`src/rtl/usb_pkt_tx.sv`:
```
// usb_pkt_tx -- USB full-speed packet transmitter.
//
// Serialises SYNC, PID, an optional payload and CRC16 onto the D+/D- pads,
// with bit stuffing and NRZI encoding, and closes every packet with an EOP
// (two bit times of SE0 followed by one bit time of J).
//
// Ports:
//   clk_i       system clock
//   rst_i       asynchronous active-high reset (aborts a packet, no EOP)
//   tx_start_i  one-cycle start request, honoured only while idle
//   tx_pid_i    4-bit PID, captured with tx_start_i
//   tx_data_i   payload byte, valid while tx_valid_i=1
//   tx_valid_i  another payload byte is available
//   tx_ready_o  one-cycle pulse: tx_data_i is consumed in this cycle
//   tx_busy_o   packet in progress
//   tx_en_o     pad output enable
//   dp_tx_o     D+ drive value
//   dn_tx_o     D- drive value
module usb_pkt_tx #(
  parameter int CLK_PER_BIT = 4
) (
  input  logic       clk_i,
  input  logic       rst_i,
  input  logic       tx_start_i,
  input  logic [3:0] tx_pid_i,
  input  logic [7:0] tx_data_i,
  input  logic       tx_valid_i,
  output logic       tx_ready_o,
  output logic       tx_busy_o,
  output logic       tx_en_o,
  output logic       dp_tx_o,
  output logic       dn_tx_o
);

  localparam int PW = (CLK_PER_BIT > 2) ? $clog2(CLK_PER_BIT) : 1;

  typedef enum logic [2:0] {
    IDLE, SYNC, PID, DATA, CRC_LO, CRC_HI, EOP_SE0, EOP_J
  } state_t;

  // The registers describe the bit currently on the line: which field it
  // belongs to, its index in the byte, and whether it is an inserted stuff bit.
  state_t        state, state_n;
  logic [PW-1:0] presc, presc_n;
  logic [2:0]    bit_cnt, bit_cnt_n;
  logic [7:0]    shreg, shreg_n;     // shreg[0] is the bit on the line
  logic [7:0]    hold, hold_n;       // next payload byte, captured on tx_ready_o
  logic          have, have_n;       // hold contains a byte still to be sent
  logic [15:0]   crc, crc_n;
  logic [2:0]    ones, ones_n;
  logic          stuff, stuff_n;
  logic          data_pkt, data_pkt_n;
  logic          line, line_n;       // NRZI level: 1 = J, 0 = K
  logic          se0, se0_n;
  logic          en, en_n;

  logic tick, stuffable;
  logic emit, emit_bit, emit_crc;

  // Reflected CRC16 (x^16+x^15+x^2+1), one bit, LSB-first.
  function automatic logic [15:0] crc_step(input logic [15:0] c, input logic b);
    return (c >> 1) ^ ((c[0] ^ b) ? 16'hA001 : 16'h0000);
  endfunction

  assign tick      = (presc == PW'(CLK_PER_BIT - 1));
  assign stuffable = state inside {PID, DATA, CRC_LO, CRC_HI};

  // NOTE: every variable driven here gets a default first, so no path can
  // leave one unassigned and infer a latch.
  always_comb begin
    state_n    = state;
    presc_n    = presc;
    bit_cnt_n  = bit_cnt;
    shreg_n    = shreg;
    hold_n     = hold;
    have_n     = have;
    crc_n      = crc;
    ones_n     = ones;
    stuff_n    = stuff;
    data_pkt_n = data_pkt;
    line_n     = line;
    se0_n      = se0;
    en_n       = en;
    tx_ready_o = 1'b0;
    emit       = 1'b0;
    emit_bit   = 1'b1;
    emit_crc   = 1'b0;

    // Fetch the next payload byte while the last bit of PID or of the
    // current byte is on the line, leaving the rest of that bit time to
    // decide between another DATA byte and the CRC.
    if ((state == DATA || (state == PID && data_pkt)) &&
        bit_cnt == 3'd7 && !stuff && presc == '0) begin
      tx_ready_o = tx_valid_i;
      have_n     = tx_valid_i;
      if (tx_valid_i) hold_n = tx_data_i;
    end

    if (state == IDLE) begin
      presc_n = '0;
      if (tx_start_i) begin
        state_n    = SYNC;
        bit_cnt_n  = 3'd0;
        shreg_n    = {~tx_pid_i, tx_pid_i};
        data_pkt_n = (tx_pid_i[1:0] == 2'b11);
        crc_n      = 16'hFFFF;
        ones_n     = 3'd0;
        stuff_n    = 1'b0;
        have_n     = 1'b0;
        en_n       = 1'b1;
        se0_n      = 1'b0;
        line_n     = 1'b0;   // first SYNC bit is 0: J -> K
      end
    end else begin
      presc_n = tick ? '0 : presc + PW'(1);
      if (tick) begin
        stuff_n = 1'b0;
        if (stuffable && ones == 3'd6 && !stuff) begin
          // Insert a 0 and hold the shifter and CRC where they are.
          emit     = 1'b1;
          emit_bit = 1'b0;
          stuff_n  = 1'b1;
        end else begin
          unique case (state)
            SYNC: begin
              emit = 1'b1;
              if (bit_cnt != 3'd7) begin
                bit_cnt_n = bit_cnt + 3'd1;
                emit_bit  = (bit_cnt == 3'd6);   // 0x80 LSB-first
              end else begin
                state_n   = PID;
                bit_cnt_n = 3'd0;
                emit_bit  = shreg[0];
              end
            end
            PID, DATA, CRC_LO, CRC_HI: begin
              if (bit_cnt != 3'd7) begin
                emit      = 1'b1;
                bit_cnt_n = bit_cnt + 3'd1;
                shreg_n   = {1'b0, shreg[7:1]};
                emit_bit  = shreg[1];
                emit_crc  = (state == DATA);
              end else if (state == CRC_LO) begin
                emit      = 1'b1;
                state_n   = CRC_HI;
                bit_cnt_n = 3'd0;
                shreg_n   = ~crc[15:8];
                emit_bit  = ~crc[8];
              end else if (state == CRC_HI || (state == PID && !data_pkt)) begin
                state_n   = EOP_SE0;
                bit_cnt_n = 3'd0;
                se0_n     = 1'b1;
              end else if (have) begin
                emit      = 1'b1;
                state_n   = DATA;
                bit_cnt_n = 3'd0;
                shreg_n   = hold;
                emit_bit  = hold[0];
                emit_crc  = 1'b1;
              end else begin
                // Payload ended; crc already covers every payload bit.
                emit      = 1'b1;
                state_n   = CRC_LO;
                bit_cnt_n = 3'd0;
                shreg_n   = ~crc[7:0];
                emit_bit  = ~crc[0];
              end
            end
            EOP_SE0: begin
              if (bit_cnt == 3'd0) begin
                bit_cnt_n = 3'd1;
              end else begin
                state_n = EOP_J;
                se0_n   = 1'b0;
                line_n  = 1'b1;
              end
            end
            EOP_J: begin
              state_n = IDLE;
              en_n    = 1'b0;
              line_n  = 1'b1;
            end
            default: state_n = IDLE;
          endcase
        end
      end
    end

    if (emit) begin
      se0_n  = 1'b0;
      line_n = emit_bit ? line : ~line;
      if (stuff_n || state_n == SYNC) ones_n = 3'd0;
      else                            ones_n = emit_bit ? ones + 3'd1 : 3'd0;
    end
    if (emit_crc) crc_n = crc_step(crc, emit_bit);
  end

  // NOTE: state updates use non-blocking assignments so every register sees
  // the values from before the edge, independent of statement order.
  always_ff @(posedge clk_i or posedge rst_i) begin
    if (rst_i) begin
      state    <= IDLE;
      presc    <= '0;
      bit_cnt  <= 3'd0;
      shreg    <= 8'h00;
      hold     <= 8'h00;
      have     <= 1'b0;
      crc      <= 16'h0000;
      ones     <= 3'd0;
      stuff    <= 1'b0;
      data_pkt <= 1'b0;
      line     <= 1'b1;
      se0      <= 1'b0;
      en       <= 1'b0;
    end else begin
      state    <= state_n;
      presc    <= presc_n;
      bit_cnt  <= bit_cnt_n;
      shreg    <= shreg_n;
      hold     <= hold_n;
      have     <= have_n;
      crc      <= crc_n;
      ones     <= ones_n;
      stuff    <= stuff_n;
      data_pkt <= data_pkt_n;
      line     <= line_n;
      se0      <= se0_n;
      en       <= en_n;
    end
  end

  assign tx_busy_o = (state != IDLE);
  assign tx_en_o   = en;
  assign dp_tx_o   = line & ~se0;
  assign dn_tx_o   = ~line & ~se0;

endmodule

```
`config.mk`:
```
export PLATFORM = sky130hd
export DESIGN_NAME = usb_pkt_tx
export DESIGN_NICKNAME = d
export VERILOG_FILES = /design/src/rtl/usb_pkt_tx.sv
export SDC_FILE = /design/constraint.sdc
export NUM_CORES = 1
export LEC_CHECK = 0
export BUFFER_PORTS_ARGS = -buffer_cell sky130_fd_sc_hd__buf_2
export CAP_MARGIN = 40
export CORE_UTILIZATION = 34
export CTS_BUF_LIST = sky130_fd_sc_hd__clkbuf_8
export CTS_CLUSTER_DIAMETER = 80
export CTS_CLUSTER_SIZE = 10
export DETAILED_ROUTE_END_ITERATION = 16
export MAX_ROUTING_LAYER = met4
export PLACE_DENSITY_LB_ADDON = 0.12
export REMOVE_ABC_BUFFERS = 1
export SLEW_MARGIN = 5
export SYNTH_ARGS = -nofsm -noshare
export SYNTH_HDL_FRONTEND = slang
export SYNTH_SLANG_ARGS = --single-unit
export TNS_END_PERCENT = 50
```
`constraint.sdc`:
```
create_clock -name clk_i -period 3.1 [get_ports clk_i]
set_clock_uncertainty 0.15 [all_clocks]
set_input_delay 0.465 -clock clk_i [delete_from_list [all_inputs] [get_ports clk_i]]
set_output_delay 0.465 -clock clk_i [all_outputs]
set_load 0.02 [all_outputs]
```
* Yosys cells after proc, flatten, opt, wreduce, memory -nomap -nowiden
Cells that the tools add are included.
Widths: inputs -> output; s select.
** Word-level totals
- Register bits after elaboration :: 49
- Output and inout bits :: 5
** Cells by class
- Add/sub/neg operators :: 3
- Equal/unequal tests :: 25
- Mux-type cells :: 91
- Bitwise logic cells :: 11
- Reduce and logical (&&, ||, !) cells :: 39
** Operators by type and width (count)
- $mux 8 :: 9
- $mux 16 :: 4
- $mux 3 :: 20
- $mux 1 :: 50
- $eq 3x3->1 const B :: 7
- $ne 4x4->1 const B :: 5
- $not 8->8 :: 2
- $xor 15x16->16 :: 1
- $reduce_bool 2->1 :: 7
- $ne 3x3->1 const B :: 4
- $reduce_bool 4->1 :: 3
- $reduce_and 5->1 :: 2
- $pmux 3 s3 :: 1
- $reduce_bool 3->1 :: 3
- $pmux 1 s2 :: 4
- $reduce_and 2->1 :: 4
- $reduce_and 8->1 :: 1
- $logic_and 1x1->1 :: 7
- $add 3x1->3 const B :: 2
- $eq 3x1->1 const B :: 2
- $eq 3x2->1 const B :: 2
- $logic_not 3->1 :: 2
- $ne 2x2->1 const B :: 3
- $pmux 3 s2 :: 1
- 14 further kinds :: 23

* Logic depth before layout (Yosys ltp)
- Word-level depth :: 14
- Depth in mapped cells :: 9

* Worst setup path after synthesis
Ideal clock, no wire load.
- Path kind :: reg-to-reg
- Start point :: register bit_cnt[0]
- End point :: register ones[2]
- Setup time :: 0.101 ns
- Data arrival time :: 2.017 ns
- Data required time :: 2.849 ns
- Setup slack :: 0.832 ns
- Stages on the path, launching flop included :: 8
- Cells stage by stage :: dfrtp_1 ha_1 ha_1 mux2_2 a211o_1 a221oi_2 o21ai_2 o311ai_2
** On the way
- Longest elaborated chain between the ends :: 10
- Elaborated cells between the ends (all ways) :: 29
** RTL lines
- start, declared :: RTL line 45 : logic [2:0] bit_cnt, bit_cnt_n;
- start signal, assigned :: RTL line 218 : bit_cnt <= bit_cnt_n;
- $ne 3x3->1 / $logic_not 3->1 (equally long branches) :: RTL line 127, 137, 170
- $mux 3, on equally long branches :: RTL line 137, 127, 170
- $pmux 3 s3 :: RTL line 124 : unique case (state)
- $mux 3 :: RTL line 118 : if (stuffable && ones == 3'd6 && !stuff) begin
- $mux 3 :: RTL line 116 : if (tick) begin
- $mux 3 :: RTL line 99 : if (state == IDLE) begin
- $eq 3x1->1 :: RTL line 192 : if (stuff_n || state_n == SYNC) ones_n = 3'd0;
- $logic_or 1x1->1 :: RTL line 192
- $mux 3 :: RTL line 192
- $mux 3 :: RTL line 189 : if (emit) begin
- end signal, assigned :: RTL line 223 : ones <= ones_n;
- end, declared :: RTL line 50 : logic [2:0] ones, ones_n;
Parallel ways exist; a longest one is shown, timed or not.
A chain may end at the register's enable or synchronous reset.

* Worst setup path after layout
Same ends and word-level chain as after synthesis.

==> results.yml <==
logic_synthesis:
  synth_edf_count: 0
  synthCells: 329
  synth_cell_type_count: 66
  synthesis.area_sq_mm: 0.00299
  ys.flop_type: "dfrtp_1"
  synth-async-reset-ratio: 1.00
  synth.avg_cell_area_sq_um: 9.10
  synth_warnings: 0
  synth_seq_cells: 49
  ys_seq_area_frac: 0.410
route:
  totalWireLength_microns: 7330
  antenna_left: 0
  drt_iter0_drc: 193
  routed_via_density: 5.38
  drc: 0
  wl_per_cell_microns: 16.1
  firstDrtPassIters: 5
  vias: 2454
clock_network:
  cts_max_level: 2
  clkTransAtPathRegs_ns: 0.10
  clock_latency_ns: 0.32
  clkSinkCount: 49
  cts_buffers: 5
  cts_tree: "built"
  cts_buffer_depth: 2
  root_buffer: "clkbuf_8"
  post-cts-setup-buffers: 0
worst_setup_path:
  critical_path_class: "reg2reg"
  reg2regPathDepth: 8
  crit_buf_inv: 0
  r2r_setup_slack_ns: 0.30
  max_stage_delay_ns: 0.43
  slowest_stage: "dfrtp_1"
  critical_path.cell_chain: "ha_1 > ha_1 > a21oi_1 > a211oi_1 > a211o_1 > a221oi_2 > o21ai_2 > o311ai_2"
  crit_top_cell: "ha_1"
  crit_required_ns: 3.18
  end_kind: "register"
  r2r_start: "bit_cnt[0]$_DFFE_PP0P_"
  cp_max_fo: 16
  critPathLaunchType: "register"
  crit_family: "compound AO/OA/AOI/OAI gates"
  worstPathArrival_ns: 2.88
  r2r-end: "ones[2]$_DFFE_PP0P_"
placement:
  dp_slack_ns: 0.338
  io_buffers: 20
  dpl.hpwl_microns: 5330
  routabilityCongestion: 0.831
  placed_area_sq_mm: 0.00322
sta:
  slew_viol_final: 0
  fin_ws_ns: 0.300
  hold_violations: 0
  relSlewSlack: 0.576
  period_needed_ns: 2.80
  fmax_mhz: 357
  tightest_slew_ns: 0.636
  setup-violations-final: 0
  timing.hold.ws_ns: 0.220
  period_share: 0.903
  rsz0062_at_grt: "false"
floorplan:
  core.rowCount: 33
  die_h_microns: 95.8
  core_area_sq_mm: 0.00838
  die-area_sq_mm: 0.00919
  initial_core_util: 0.357
  die_x_microns: 95.8
  io_pins: 21
cells_and_area:
  drive_gt1_frac: 0.199
  final_area_sq_mm: 0.00333
  postLayoutCoreUtil: 0.397
  area_delta_synth_final_pct: 11.1
  fillCellCount: 862
  final_nets: 374
  n_antenna_cell: 0
hold_path:
  min_path_cells: 2
  whs_endpoint: "hold[5]$_DFFE_PP0P_"
  min_path_type: "in2reg"
  worstHoldStart: "tx_data_i[5]"
global_route:
  grt_pass1_vias: 2358
  grt_use_met2: 0.283
  use_met1: 0.252
  grt_overflow_total: 0
  grt-busiest-layer: "met2"
  grt_pass1_wl_microns: 12400
  use_met3: 0.0284
  track_usage: 0.185
  grt_max_degree: 20
  antenna_found_initial: 0
run:
  drv_cap: 0
pwr:
  ir_drop_mv: 0.245
  power_density_mw_per_mm2: 669
  leakagePower_nw: 1.35
  power.total_mw: 2.22
run_status:
  status: "finished clean"
[layout make-up]
type	instances	area (sq um)	area share
clock buffers	5	68.8	0.0207
clock inverters	3	28.8	0.00865
flip-flops and latches	49	1230	0.369
well taps	105	131	0.0395
inverters	20	75.1	0.0226
multi-input cells	240	1590	0.477
repair buffers	34	208	0.0624
[per-stage QoR]
stage,cells,setup TNS [ns]
finish,456,0
global route,456,0
CTS,456,0
detailed placement,447,0
global placement,447,0
floorplan,309,-0.0485
[kinds of logic after synthesis]
group / synth area share
multiplexers: 0.0832
AO/OA/AOI/OAI: 0.201
adder cells (fa/ha/maj): 0.0334
flip-flops: 0.410
AND/OR/NAND/NOR: 0.197
XOR/XNOR: 0.0142
buffers and inverters: 0.0618
[cells in the final DEF, fill, tap and decap left out, types with 3 or more instances in the layout]
cell	instances
mux2_1	4
mux2_2	11
nor3b_1	3
a211oi_1	3
mux2i_1	8
xnor2_1	3
a31oi_1	4
nor2_1	24
a21oi_1	18
inv_1	18
buf_2	20
nand3_1	3
o22ai_1	4
nand2_1	45
buf_4	13
o21ai_1	15
clkbuf_8	5
ha_1	8
nand2b_1	5
dfrtp_1	48
nor3_1	6
nor2b_1	4
o21ai_0	24
[synthesized netlist by cell type (all sizes together), types with 3 or more instances]
master,n,area share
o22ai,4,0.0084
dfrtp,48,0.40
xnor2,4,0.014
clkbuf,4,0.0050
mux2,15,0.056
nor2b,4,0.0084
inv,20,0.025
ha,8,0.033
nand3,5,0.012
nor3,7,0.015
nand3b,3,0.0088
a31oi,4,0.0084
a211oi,3,0.0075
mux2i,8,0.027
o2111ai,3,0.011
nor3b,3,0.0075
nand2,45,0.056
buf,16,0.032
o21ai,40,0.068
nand2b,6,0.015
a21oi,18,0.030
nor2,26,0.038
[sequential cells by signal (all words and copies together), names as in the netlist]
name      flops
crc          16
hold          8
shreg         8
bit_cnt       3
ones          3
state         3
presc         2
data_pkt      1
have          1
line          1
se0           1
stuff         1
tx_en_o       1
[metal layers]
metal	part of all wire	wire length [microns]	up-vias
li1	-	-	1201
met1	0.49	3570	1178
met2	0.46	3410	65
met3	0.030	222	10
met4	0.017	127	0
met5	0	0	-
[how the worst max path moves through the flow]
stage / from / end / slack (ns) / cells after the start
after floorplan: bit_cnt[0]$_DFFE_PP0P_ / crc[0]$_DFFE_PP0P_ / -0.05 / 7
after global placement: bit_cnt[0]$_DFFE_PP0P_ / ones[2]$_DFFE_PP0P_ / 0.40 / 8
after detailed placement: bit_cnt[0]$_DFFE_PP0P_ / ones[2]$_DFFE_PP0P_ / 0.34 / 8
after CTS: bit_cnt[0]$_DFFE_PP0P_ / ones[2]$_DFFE_PP0P_ / 0.31 / 8
after global routing: bit_cnt[0]$_DFFE_PP0P_ / ones[2]$_DFFE_PP0P_ / 0.1 / 9
final: bit_cnt[0]$_DFFE_PP0P_ / ones[2]$_DFFE_PP0P_ / 0.30 / 8
[power breakdown]
| group | leakage [nW] | internal (mW) | switching, mW |
|---|---|---|---|
| Sequential | 0.566 | 0.771 | 0.120 |
| Combinational | 0.733 | 0.360 | 0.554 |
| Clock | 0.0506 | 0.169 | 0.251 |
| Total | 1.35 | 1.30 | 0.924 |
[what timing repair did]
action                    CTS  global route
hold buffers                1             0
resized for setup           0             0
hold endpoints to repair   15             0
No activity file was read; power rests on OpenSTA's default activity.
